<file path="src/rtl/prescaler_scheduler.sv">
// -----------------------------------------------------------------------------
// prescaler_scheduler
//   A base divider produces one tick every DIV = MAIN_CLOCK/TICK_HZ cycles.
//   Each tick, a 4-slot round-robin scan drives one shared decrement/compare
//   datapath across four programmable tick-count channels. Each channel has
//   a reload period, a down-counter, a one-shot flag and an active bit.
//
//   state | meaning
//   ------+--------------------------------------------
//   IDLE  | waiting for base tick; config port open
//   SCAN0 | service channel 0
//   SCAN1 | service channel 1
//   SCAN2 | service channel 2
//   SCAN3 | service channel 3, then back to IDLE
//
// Ports
//   clk_in      : system clock, all logic on posedge
//   rst         : asynchronous active-low reset
//   cfg_valid   : config request
//   cfg_ready   : config accept (IDLE and no tick this cycle)
//   cfg_ch      : target channel index
//   cfg_period  : reload period in ticks, 0 disables the channel
//   cfg_enable  : channel enable
//   cfg_oneshot : fire once then self-disable
//   tick_out    : one-cycle base tick strobe
//   ch_pulse    : one-cycle expiry pulse per channel
//   ch_toggle   : per-channel square wave, inverts on each expiry
//   ch_active   : per-channel enable state
// -----------------------------------------------------------------------------
module prescaler_scheduler #(
    parameter int MAIN_CLOCK = 50_000_000,
    parameter int TICK_HZ    = 1000,
    parameter int PERIOD_W   = 16
) (
    input  logic                clk_in,
    input  logic                rst,
    input  logic                cfg_valid,
    output logic                cfg_ready,
    input  logic [1:0]          cfg_ch,
    input  logic [PERIOD_W-1:0] cfg_period,
    input  logic                cfg_enable,
    input  logic                cfg_oneshot,
    output logic                tick_out,
    output logic [3:0]          ch_pulse,
    output logic [3:0]          ch_toggle,
    output logic [3:0]          ch_active
);

    localparam int                DIV      = MAIN_CLOCK / TICK_HZ;
    localparam logic [31:0]       DIV_LAST = 32'(DIV - 1);
    localparam logic [PERIOD_W-1:0] CNT_ONE = PERIOD_W'(1);

    // A scan takes 4 cycles; DIV >= 8 guarantees a tick never lands mid-scan.
    generate
        if (DIV < 8) begin : g_div_check
            $error("prescaler_scheduler: MAIN_CLOCK/TICK_HZ must be >= 8");
        end
    endgenerate

    // Bit 2 marks a scan state and bits [1:0] give the channel being serviced.
    localparam logic [2:0] S_IDLE  = 3'd0;
    localparam logic [2:0] S_SCAN0 = 3'd4;
    localparam logic [2:0] S_SCAN1 = 3'd5;
    localparam logic [2:0] S_SCAN2 = 3'd6;
    localparam logic [2:0] S_SCAN3 = 3'd7;

    logic [31:0]         r_base_cnt;
    logic                r_tick;
    logic [2:0]          r_state;
    logic [2:0]          w_state_nxt;
    logic [PERIOD_W-1:0] r_count  [4];
    logic [PERIOD_W-1:0] r_period [4];
    logic [3:0]          r_oneshot;
    logic [3:0]          r_active;
    logic [3:0]          r_toggle;
    logic [3:0]          r_pulse;
    logic                w_scanning;
    logic [1:0]          w_slot;
    logic                w_cfg_fire;

    assign w_scanning = r_state[2];
    assign w_slot     = r_state[1:0];
    // rst term holds ready low while reset is asserted (state is already IDLE then).
    assign cfg_ready  = (r_state == S_IDLE) && !r_tick && rst;
    assign w_cfg_fire = cfg_valid && cfg_ready;

    assign tick_out  = r_tick;
    assign ch_pulse  = r_pulse;
    assign ch_toggle = r_toggle;
    assign ch_active = r_active;

    always_ff @(posedge clk_in or negedge rst) begin
        if (!rst) begin
            r_base_cnt <= '0;
            r_tick     <= 1'b0;
        end else if (r_base_cnt == DIV_LAST) begin
            r_base_cnt <= '0;
            r_tick     <= 1'b1;
        end else begin
            r_base_cnt <= r_base_cnt + 32'd1;
            r_tick     <= 1'b0;
        end
    end

    always_comb begin
        w_state_nxt = r_state;
        case (r_state)
            S_IDLE:  if (r_tick) w_state_nxt = S_SCAN0;
            S_SCAN0: w_state_nxt = S_SCAN1;
            S_SCAN1: w_state_nxt = S_SCAN2;
            S_SCAN2: w_state_nxt = S_SCAN3;
            S_SCAN3: w_state_nxt = S_IDLE;
            default: w_state_nxt = S_IDLE;
        endcase
    end

    always_ff @(posedge clk_in or negedge rst) begin
        if (!rst) begin
            r_state <= S_IDLE;
        end else begin
            r_state <= w_state_nxt;
        end
    end

    // Config and scan never coincide: cfg_ready is only high in IDLE.
    always_ff @(posedge clk_in or negedge rst) begin
        if (!rst) begin
            for (int k = 0; k < 4; k++) begin
                r_count[k]  <= '0;
                r_period[k] <= '0;
            end
            r_oneshot <= '0;
            r_active  <= '0;
            r_toggle  <= '0;
            r_pulse   <= '0;
        end else begin
            r_pulse <= '0;
            if (w_cfg_fire) begin
                r_period[cfg_ch]  <= cfg_period;
                r_count[cfg_ch]   <= cfg_period;
                r_oneshot[cfg_ch] <= cfg_oneshot;
                r_active[cfg_ch]  <= cfg_enable && (cfg_period != '0);
            end else if (w_scanning && r_active[w_slot]) begin
                if (r_count[w_slot] == CNT_ONE) begin
                    r_count[w_slot]  <= r_period[w_slot];
                    r_pulse[w_slot]  <= 1'b1;
                    r_toggle[w_slot] <= ~r_toggle[w_slot];
                    if (r_oneshot[w_slot]) begin
                        r_active[w_slot] <= 1'b0;
                    end
                end else if (r_count[w_slot] > CNT_ONE) begin
                    r_count[w_slot] <= r_count[w_slot] - CNT_ONE;
                end
            end
        end
    end

endmodule

</file>
<file path="config.mk">
export PLATFORM = sky130hd
export DESIGN_NAME = prescaler_scheduler
export DESIGN_NICKNAME = d
export VERILOG_FILES = /design/src/rtl/prescaler_scheduler.sv
export SDC_FILE = /design/constraint.sdc
export NUM_CORES = 1
export LEC_CHECK = 0
export CORE_MARGIN = 4
export CORE_UTILIZATION = 35
export DETAILED_ROUTE_END_ITERATION = 10
export REMOVE_ABC_BUFFERS = 1
export SETUP_SLACK_MARGIN = 0.3
export SLEW_MARGIN = 20
export SYNTH_ARGS = -nofsm -noshare
export SYNTH_HDL_FRONTEND = slang
export SYNTH_SLANG_ARGS = --single-unit
</file>
<file path="constraint.sdc">
create_clock -name clk_in -period 5.1 [get_ports clk_in]
set_clock_uncertainty 0.1 [all_clocks]
set_input_delay 1.02 -clock clk_in [delete_from_list [all_inputs] [get_ports clk_in]]
set_output_delay 1.02 -clock clk_in [all_outputs]
set_load 0.01 [all_outputs]
</file>
==> results of run 1 <==
## stage by stage
step	power, mW	instance area (µm²)	hold WS [ns]
2_1_floorplan	2.14	8490	0.333
3_3_place_gp	2.33	9400	0.352
3_5_place_dp	2.34	9400	0.352
4_1_cts	3.66	9980	0.362
5_1_grt	3.80	9980	0.383
6_report	3.63	9980	0.360
## worst max-delay path, delay by kind of cell, from the launching register on
kind          cells  cell delay [ns]
simple gates      4             1.66
mux               2             0.96
buf+inv           1             0.38
flops             1             0.88
## layer usage
metal  GRT usage (%)  up-vias  share of wire [%]
met5               0        -                  0
met4            6.34        0                2.2
met3            3.92       39                5.7
met2            28.6      176                 48
met1            24.5     3240                 44
li1                -     2837                  -
## power groups by stage
stage                     Sequential (mW)  Clock [mW]  Combinational, mW
after global routing                 1.77        1.40              0.634
final                                1.75        1.31              0.573
after global placement               1.77           0              0.563
after detailed placement             1.77           0              0.576
after floorplan                      1.73           0              0.407
after CTS                            1.75        1.34              0.577
## cells in the final DEF (no fill, tap or decap), types with 5 or more instances in the layout
master and instances:
mux2_2 8, xor2_1 18, inv_1 5, and3_1 12
o21ai_1 6, clkbuf_16 17, nor3_1 7, mux2i_1 7
o21ai_0 15, nand4_1 6, xnor2_1 23, buf_4 14
inv_6 5, a211o_1 5, mux4_2 34, dfrtp_1 178
and2_1 50, nor2_1 40, clkdlybuf4s50_1 35, a221o_1 46
a21oi_1 5, a22oi_1 11, nand2_1 109, nor4_1 15
nand3_1 17, a21o_1 46
## layout make-up
cell class	instances	area, µm²	share of cell area, %
timing repair buffer	51	487	4.88
inverter	5	18.8	0.188
clock inverter	14	140	1.40
sequential	180	4510	45.1
multi-input combinational	527	3990	39.9
tap	324	405	4.06
clock buffer	18	439	4.40
## cell families after synthesis
family,count (synthesis)
compound gates,152
buf+inv,47
simple gates,282
flops,180
mux,49
xor+xnor,41
fa+ha+maj,3
## flip-flops by register name (all words and copies together), names as in the netlist
register,flops
r_count,64
r_period,64
r_base_cnt,32
ch_active,4
ch_pulse,4
ch_toggle,4
r_oneshot,4
r_state,3
tick_out,1
## how the worst max path moves through the flow
stage                                    end  slack (ns)  cells past startpoint
CTS                 ch_toggle[1]$_DFFE_PN0P_        1.01                      7
floorplan           ch_toggle[1]$_DFFE_PN0P_        0.85                      6
finish              ch_toggle[1]$_DFFE_PN0P_         1.0                      7
detailed placement  ch_toggle[1]$_DFFE_PN0P_        1.02                      7
global placement    ch_toggle[1]$_DFFE_PN0P_        1.09                      7
global route        ch_toggle[3]$_DFFE_PN0P_        0.74                      7
==> results.md, run 1 <==
* Reg2reg start: r_state[0]$_DFFE_PN0P_
* Global-route wire length before repair at 37,500 µm
* Root buffer cell: clkbuf_16
* Worst hold endpoint: r_base_cnt[0]$_DFF_PN0_
* Worst r2r dst: ch_toggle[1]$_DFFE_PN0P_
* Startpoint of the worst hold path: r_base_cnt[0]$_DFF_PN0_
* CP required at 5.32 ns
* Outcome: finished clean
* Crit path max fanout at 23
* Setup violators final at 0
* P_sw at 1.01 mW
* Largest net degree at the start of global routing at 143
* Max Cap Violations at 0
* Slowest library cell on the worst path: dfrtp_2
* Placeable Area at 24,400 µm²
* Hpwl dp at 15,100 µm
* Routability cong. at 0.804
* Mean post-synth cell area at 11.5 µm²
* Clock power share at 36.1%
* Area Overhead vs Synth at 14.9%
* Main synth FF type: dfrtp_1
* Vias at 6,292
* Fraction of registers with async set/reset at 100%
* Leakage at 4.55 nW
* Largest stage delay on the critical path at 0.88 ns
* CTS-repair resized insts at 0
* Share of the synthesized area in the top cell type at 51.8%
* # rows at 57
* CTS Buffer Depth at 2
* Xor-xnor portion of the synthesized cell area at 4.13%
* Synth cell types at 57
* DR iter-0 viols at 530
* Minimum clock period at 4.10 ns
* DP Worst Slack at 1.02 ns
* Crit path cell chain: buf_4 > mux4_2 > nor4b_1 > and4_1 > nand2_1 > nor2_1 > mux2_2
* Synth Area in Simple Gates at 16.5%
* Starting density of the core at 35.6%
* CTS tree: built
* Vias per inst at 5.62
* Synth warnings at 0
* Power per Cell Area at 364 nW/µm²
* Router iterations before antenna repair at 5
* FMAX at 244 MHz
* Cell with the most instances after synthesis: dfrtp_1
* Post-synth EDFFs at 0
* Wirelength, routed at 23,400 µm
* Die Height at 166 µm
* R2R depth at 7
* Chip width at 166 µm
* Type of origin of the critical path: register
* DIE AREA at 27,400 µm²
* Register area share after synthesis at 51.8%
* Initial antenna violation count at 0
* Hold path depth at 1
* Peak supply drop at 0.000182 V
* Net Sw Frac at 27.9%
* Crit. End Element: register
* Top area cells in the synthesized netlist: dfrtp_1, mux4_2, a221o_1
* Final core occ at 40.9%
* Number of global-route vias before repair at 6,550
* Mux cell area share after synthesis at 10.7%
* #FFs+latches synth at 180
* Drt drc at 0
* Setup TNS at 0 ns
* Internal Power at 2.62 mW
* Share of cells above drive strength 1 at 13.3%
* Drt wl/cell at 20.9 µm
* RSZ-0062 raised after global routing: no
* Ports at 37
* CTS Sinks at 180
* Post-synthesis adder-cell area fraction at 0.432%
* Fin cells at 1,119
* Synth top cells by count: dfrtp_1, nand2_1, and2_1, a21o_1, a221o_1
* Combinational group share of total power at 15.8%
* Worst path arrival time at 4.32 ns
* Mapped Cells at 754
* Fill cell count at 2,354
* Worst-Margin Slew at 1.11 ns
* R2r setup slk at 1.0 ns
* Clk slew on worst S/H paths at 0.07 ns
* Placed cell count at 1,087
* Pins Over Slew Limit at 0
* Rel. slew slack at 25.8%
* All-Layer GR Usage at 18.0%
* Mapped cell area at 8690 µm²
* HP Class: register to register
* DRT antenna net count at 0
* Worst Setup Slack, final at 0.998 ns
* Fin. Hold Viols at 0
* Crit share post-route at 80.4%
* Synth area leader: dfrtp_1
* Total Nets Final at 808
* Compound-cell area share of the yosys netlist at 14.0%
* Grt ovf at 0
* Share of power burned in registers at 48.2%
* N_diodes at 0
* Worst skew pair latency at 0.44 ns
* Setup repair bufs after CTS at 0
* H-tree Lvls at 4
* Largest family of logic cells by synthesized area: simple AND/OR/NAND/NOR gates
* Worst setup path start: r_state[0]$_DFFE_PN0P_
* Hold_buf cts at 0
* Crit path kind: register to register
* Total CTS buffers at 17
* Port bufs at 36
Note: power is estimated with default switching activity, not from simulation.
==> inputs of run 2 (changes only) <==
==> constraint.sdc (replaced) <==
create_clock -name clk_in -period 4.2 [get_ports clk_in]
set_clock_uncertainty 0.1 [all_clocks]
set_input_delay 0.84 -clock clk_in [delete_from_list [all_inputs] [get_ports clk_in]]
set_output_delay 0.84 -clock clk_in [all_outputs]
set_load 0.01 [all_outputs]
==> run 2 against run 1 <==
Sequential power up 22%. Setup slack worse by 0.39 ns. Flip-flop and latch count unchanged. Fmax up 14%. Combinational power up 23%. Critical path type unchanged. Critical endpoint is now r_count[57]$_DFFE_PN0P_.
==> results.md, run 2 (synthesized netlist as in run 1, its figures left out) <==
* Outcome: finished clean
* H-tree Lvls at 4
* Crit. End Element: register
* Vias per inst at 5.53
* Largest net degree at the start of global routing at 132
* Fin. Hold Viols at 0
* Crit path kind: register to register
* Routability cong. at 0.838
* Crit path buffers/inverters at 1
* Share of power burned in registers at 45.3%
* Fill cell count at 2,332
* Total CTS buffers at 17
* Number of global-route vias before repair at 6,532
* Crit share post-route at 85.5%
* Internal Power at 3.47 mW
* Root buffer cell: clkbuf_16
* R2r setup slk at 0.61 ns
* Vias at 6,265
* Grt ovf at 0
* Largest stage delay on the critical path at 0.76 ns
* Max Cap Violations at 0
* R2R depth at 7
* Crit path max fanout at 18
* Power per Cell Area at 460 nW/µm²
* CTS Buffer Depth at 2
* Rel. slew slack at 23.2%
* HP Class: primary input to async pin
* Minimum clock period at 3.59 ns
* Router iterations before antenna repair at 5
* RSZ-0062 raised after global routing: no
* Worst skew pair latency at 0.43 ns
* Type of origin of the critical path: register
* Drt drc at 0
* Clock power share at 39.6%
* Setup TNS at 0 ns
* CTS-repair resized insts at 0
* P_sw at 1.22 mW
* Commonest non-fill, non-tap cell in the layout: dfrtp_1
* Combinational group share of total power at 15.1%
* Setup repair bufs after CTS at 0
* Area Overhead vs Synth at 17.3%
* DRT antenna net count at 0
* Total Nets Final at 821
* Share of cells above drive strength 1 at 14.9%
* N_diodes at 0
* Starting density of the core at 35.6%
* Post-route cell area at 10,200 µm²
* Peak supply drop at 0.000197 V
* Global-route wire length before repair at 37,600 µm
* Worst-Margin Slew at 1.15 ns
* Hold slack at 0.227 ns
* Hold_buf cts at 0
* FMAX at 278 MHz
* Wirelength, routed at 23,600 µm
* Net Sw Frac at 26.1%
* Largest registers: r_count (64), r_period (64), r_base_cnt (32)
* CTS tree: built
* Port bufs at 36
* Reg2reg start: r_state[0]$_DFFE_PN0P_
* Setup violators final at 0
* Clk slew on worst S/H paths at 0.07 ns
* Initial antenna violation count at 2
* # rows at 57
* Cell family with most CP delay: simple AND/OR/NAND/NOR gates
* Placeable Area at 24,400 µm²
* Worst path arrival time at 3.86 ns
* Fin cells at 1,132
* DR iter-0 viols at 507
* CP required at 4.47 ns
* Placed Area at 9500 µm²
* DIE AREA at 27,400 µm²
* Reg area at 4510 µm²
* Ports at 37
* Die Height at 166 µm
* All-Layer GR Usage at 18.0%
* Placed cell count at 1,100
* Drt wl/cell at 20.9 µm
* Worst r2r dst: r_count[57]$_DFFE_PN0P_
* Hpwl dp at 15,700 µm
* CTS Sinks at 180
* Chip width at 166 µm
* Most frequent cells in the layout: dfrtp_1, nand2_1, and2_1
* Crit path cell chain: buf_4 > mux4_2 > nor3_1 > nand4_2 > and3_4 > nor2_4 > a221o_1
* Multi-input gate area at 3990 µm²
* Slowest library cell on the worst path: dfrtp_2
* Leakage at 4.67 nW
* Pins Over Slew Limit at 0
==> run 2: layout make-up <==
| cell class | instances | share of cell area, % |
|---|---|---|
| inverter | 5 | 0.184 |
| clock buffer | 21 | 4.71 |
| sequential | 180 | 44.2 |
| multi-input combinational | 527 | 39.1 |
| timing repair buffer | 64 | 5.73 |
| clock inverter | 11 | 2.09 |
| tap | 324 | 3.98 |
==> run 2: per-layer routing <==
layer  global-route usage (%)  part of all wire [%]  vias to the layer above
li1                         -                     -                     2858
met1                     24.1                    43                     3172
met2                     29.5                    48                      200
met3                     4.10                   6.9                       31
met4                     5.25                   1.4                        4
met5                        0                 0.093                        -
==> run 2: power by group through the flow <==
stage | registers [mW] | logic [mW] | clock network, mW
6_report | 2.13 | 0.707 | 1.86
2_1_floorplan | 2.10 | 0.494 | 0
5_1_grt | 2.15 | 0.778 | 1.97
3_5_place_dp | 2.15 | 0.708 | 0
4_1_cts | 2.12 | 0.711 | 1.90
3_3_place_gp | 2.16 | 0.694 | 0
==> run 2: through the flow <==
stage                     worst slack, ns  util [%]  total power [mW]
after floorplan                   -0.0504         -              2.60
after global placement              0.712      39.0              2.85
final                               0.608      41.8              4.69
after global routing                0.388      41.8              4.90
after CTS                           0.594      41.8              4.73
after detailed placement            0.624      39.0              2.86
==> run 2: how the worst max path moves through the flow <==
stage / startpoint / end / slack, ns / cells after the start
after floorplan: r_state[0]$_DFFE_PN0P_ / ch_toggle[1]$_DFFE_PN0P_ / -0.05 / 6
after global placement: r_state[0]$_DFFE_PN0P_ / r_count[59]$_DFFE_PN0P_ / 0.71 / 7
after detailed placement: r_state[0]$_DFFE_PN0P_ / r_count[59]$_DFFE_PN0P_ / 0.62 / 7
after CTS: r_state[0]$_DFFE_PN0P_ / cfg_ready / 0.59 / 4
after global routing: r_state[0]$_DFFE_PN0P_ / r_count[55]$_DFFE_PN0P_ / 0.39 / 7
final: r_state[0]$_DFFE_PN0P_ / r_count[57]$_DFFE_PN0P_ / 0.61 / 7
==> inputs of run 3 (changes only) <==
--- a/config.mk
+++ b/config.mk
@@ -8,6 +8,7 @@
 export CORE_MARGIN = 4
 export CORE_UTILIZATION = 35
 export DETAILED_ROUTE_END_ITERATION = 10
+export MAX_ROUTING_LAYER = met4
 export REMOVE_ABC_BUFFERS = 1
 export SETUP_SLACK_MARGIN = 0.3
 export SLEW_MARGIN = 20
==> run 3 against run 2 <==
Sequential power about the same. Hold slack lost 0.0014 ns. Fmax down 0.31%. First-iteration DRC count rose by 8.5%. Non-clock buffer count unchanged. Total power hardly changed. Clock-buffer cell count unchanged. Via count up 0.49%. Setup slack worse by 0.011 ns. Critical endpoint unchanged. Largest cell class unchanged.
==> results.md, run 3 (synthesized netlist as in run 1, its figures left out) <==
* Pins Over Slew Limit at 0
* Vias at 6,296
* Multi-input gate area at 3990 µm²
* Share of cells above drive strength 1 at 14.9%
* Minimum clock period at 3.60 ns
* Commonest non-fill, non-tap cell in the layout: dfrtp_1
* Chip width at 166 µm
* Leakage at 4.67 nW
* R2R depth at 7
* Fin. Hold Viols at 0
* Max Cap Violations at 0
* Crit. End Element: register
* Worst skew pair latency at 0.44 ns
* Worst path arrival time at 3.87 ns
* Clk slew on worst S/H paths at 0.07 ns
* Reg area at 4510 µm²
* HP Class: primary input to async pin
* Power per Cell Area at 461 nW/µm²
* Total CTS buffers at 17
* Rel. slew slack at 22.0%
* Most frequent cells in the layout: dfrtp_1, nand2_1, and2_1
* R2r setup slk at 0.60 ns
* Vias per inst at 5.55
* Drt wl/cell at 20.9 µm
* Global-route wire length before repair at 37,600 µm
* FMAX at 277 MHz
* Grt ovf at 0
* Ports at 37
* Die Height at 166 µm
* Router iterations before antenna repair at 4
* DIE AREA at 27,400 µm²
* Setup violators final at 0
* Final Power at 4.70 mW
* Drt drc at 0
* Starting density of the core at 35.6%
* CTS-repair resized insts at 0
* Total Nets Final at 821
* Largest net degree at the start of global routing at 132
* Crit path kind: register to register
* CTS Sinks at 180
* CTS Buffer Depth at 2
* Placeable Area at 24,400 µm²
* Port bufs at 36
* Setup repair bufs after CTS at 0
* Largest registers: r_count (64), r_period (64), r_base_cnt (32)
* Hold_buf cts at 0
* CTS tree: built
* DRT antenna net count at 0
* Worst-Margin Slew at 1.17 ns
* Hpwl dp at 15,700 µm
* Area Overhead vs Synth at 17.4%
* DR iter-0 viols at 550
* Number of global-route vias before repair at 6,531
* Type of origin of the critical path: register
* All-Layer GR Usage at 18.5%
* Outcome: finished clean
* Root buffer cell: clkbuf_16
* # rows at 57
* Crit share post-route at 85.8%
* RSZ-0062 raised after global routing: no
* H-tree Lvls at 4
* Crit path max fanout at 18
* Peak supply drop at 0.000197 V
* Wirelength, routed at 23,700 µm
* CP required at 4.47 ns
* Hold slack at 0.225 ns
* Routability cong. at 0.851
* Initial antenna violation count at 2
* Fill cell count at 2,334
==> run 3: changes by cell type in the layout (fill, tap and decap cells not counted) <==
cell     delta
diode_2     +2
==> run 3: final cells by class <==
cell class                      instances  share of cell area (%)
Antenna cell                            2                  0.0491
Sequential cell                       180                    44.2
Multi-Input combinational cell        527                    39.1
Tap cell                              324                    3.97
Inverter                                5                   0.184
Clock buffer                           21                    4.71
Clock inverter                         11                    2.08
Timing Repair Buffer                   64                    5.73
==> run 3: per-layer routing <==
layer | wire length (µm) | GRT usage, % | vias to the layer above
li1 | - | - | 2861
met4 | 318 | 5.36 | 0
met2 | 11500 | 29.4 | 196
met3 | 1580 | 4.00 | 21
met1 | 10300 | 24.2 | 3218
met5 | 0 | - | -
==> run 3: worst max-delay path: stages (launching register included) <==
cell and delay, ns:
dfrtp_2 0.75, buf_4 0.31, mux4_2 0.56, nor3_1 0.41, nand4_2 0.35, and3_4 0.38, nor2_4 0.41, a221o_1 0.25
==> run 3: worst paths after layout <==
check | start | to
setup / recovery | r_state[0]$_DFFE_PN0P_ | r_count[57]$_DFFE_PN0P_
hold / removal | rst | r_period[8]$_DFFE_PN0P_
setup reg to reg | r_state[0]$_DFFE_PN0P_ | r_count[57]$_DFFE_PN0P_
hold reg to reg | r_base_cnt[0]$_DFF_PN0_ | r_base_cnt[0]$_DFF_PN0_
max in group asynchronous | rst | r_period[2]$_DFFE_PN0P_
min in group clk_in | r_base_cnt[0]$_DFF_PN0_ | r_base_cnt[0]$_DFF_PN0_
==> run 3: metrics by stage <==
step	TNS [ns]	instances	utilization, %	worst slack [ns]	cell area [µm²]
floorplan	-0.302	712	-	-0.0504	8490
global placement	0	1100	39.0	0.712	9500
detailed placement	0	1100	39.0	0.624	9500
CTS	0	1132	41.8	0.594	10200
global route	0	1134	41.8	0.388	10200
finish	0	1134	41.8	0.596	10200
==> run 3: power by group <==
part	switching [mW]	internal [mW]	total [mW]	leakage, nW
Sequential	0.149	1.98	2.13	2.30
Combinational	0.352	0.355	0.707	2.03
Clock	0.728	1.14	1.87	0.339
Total	1.23	3.47	4.70	4.67
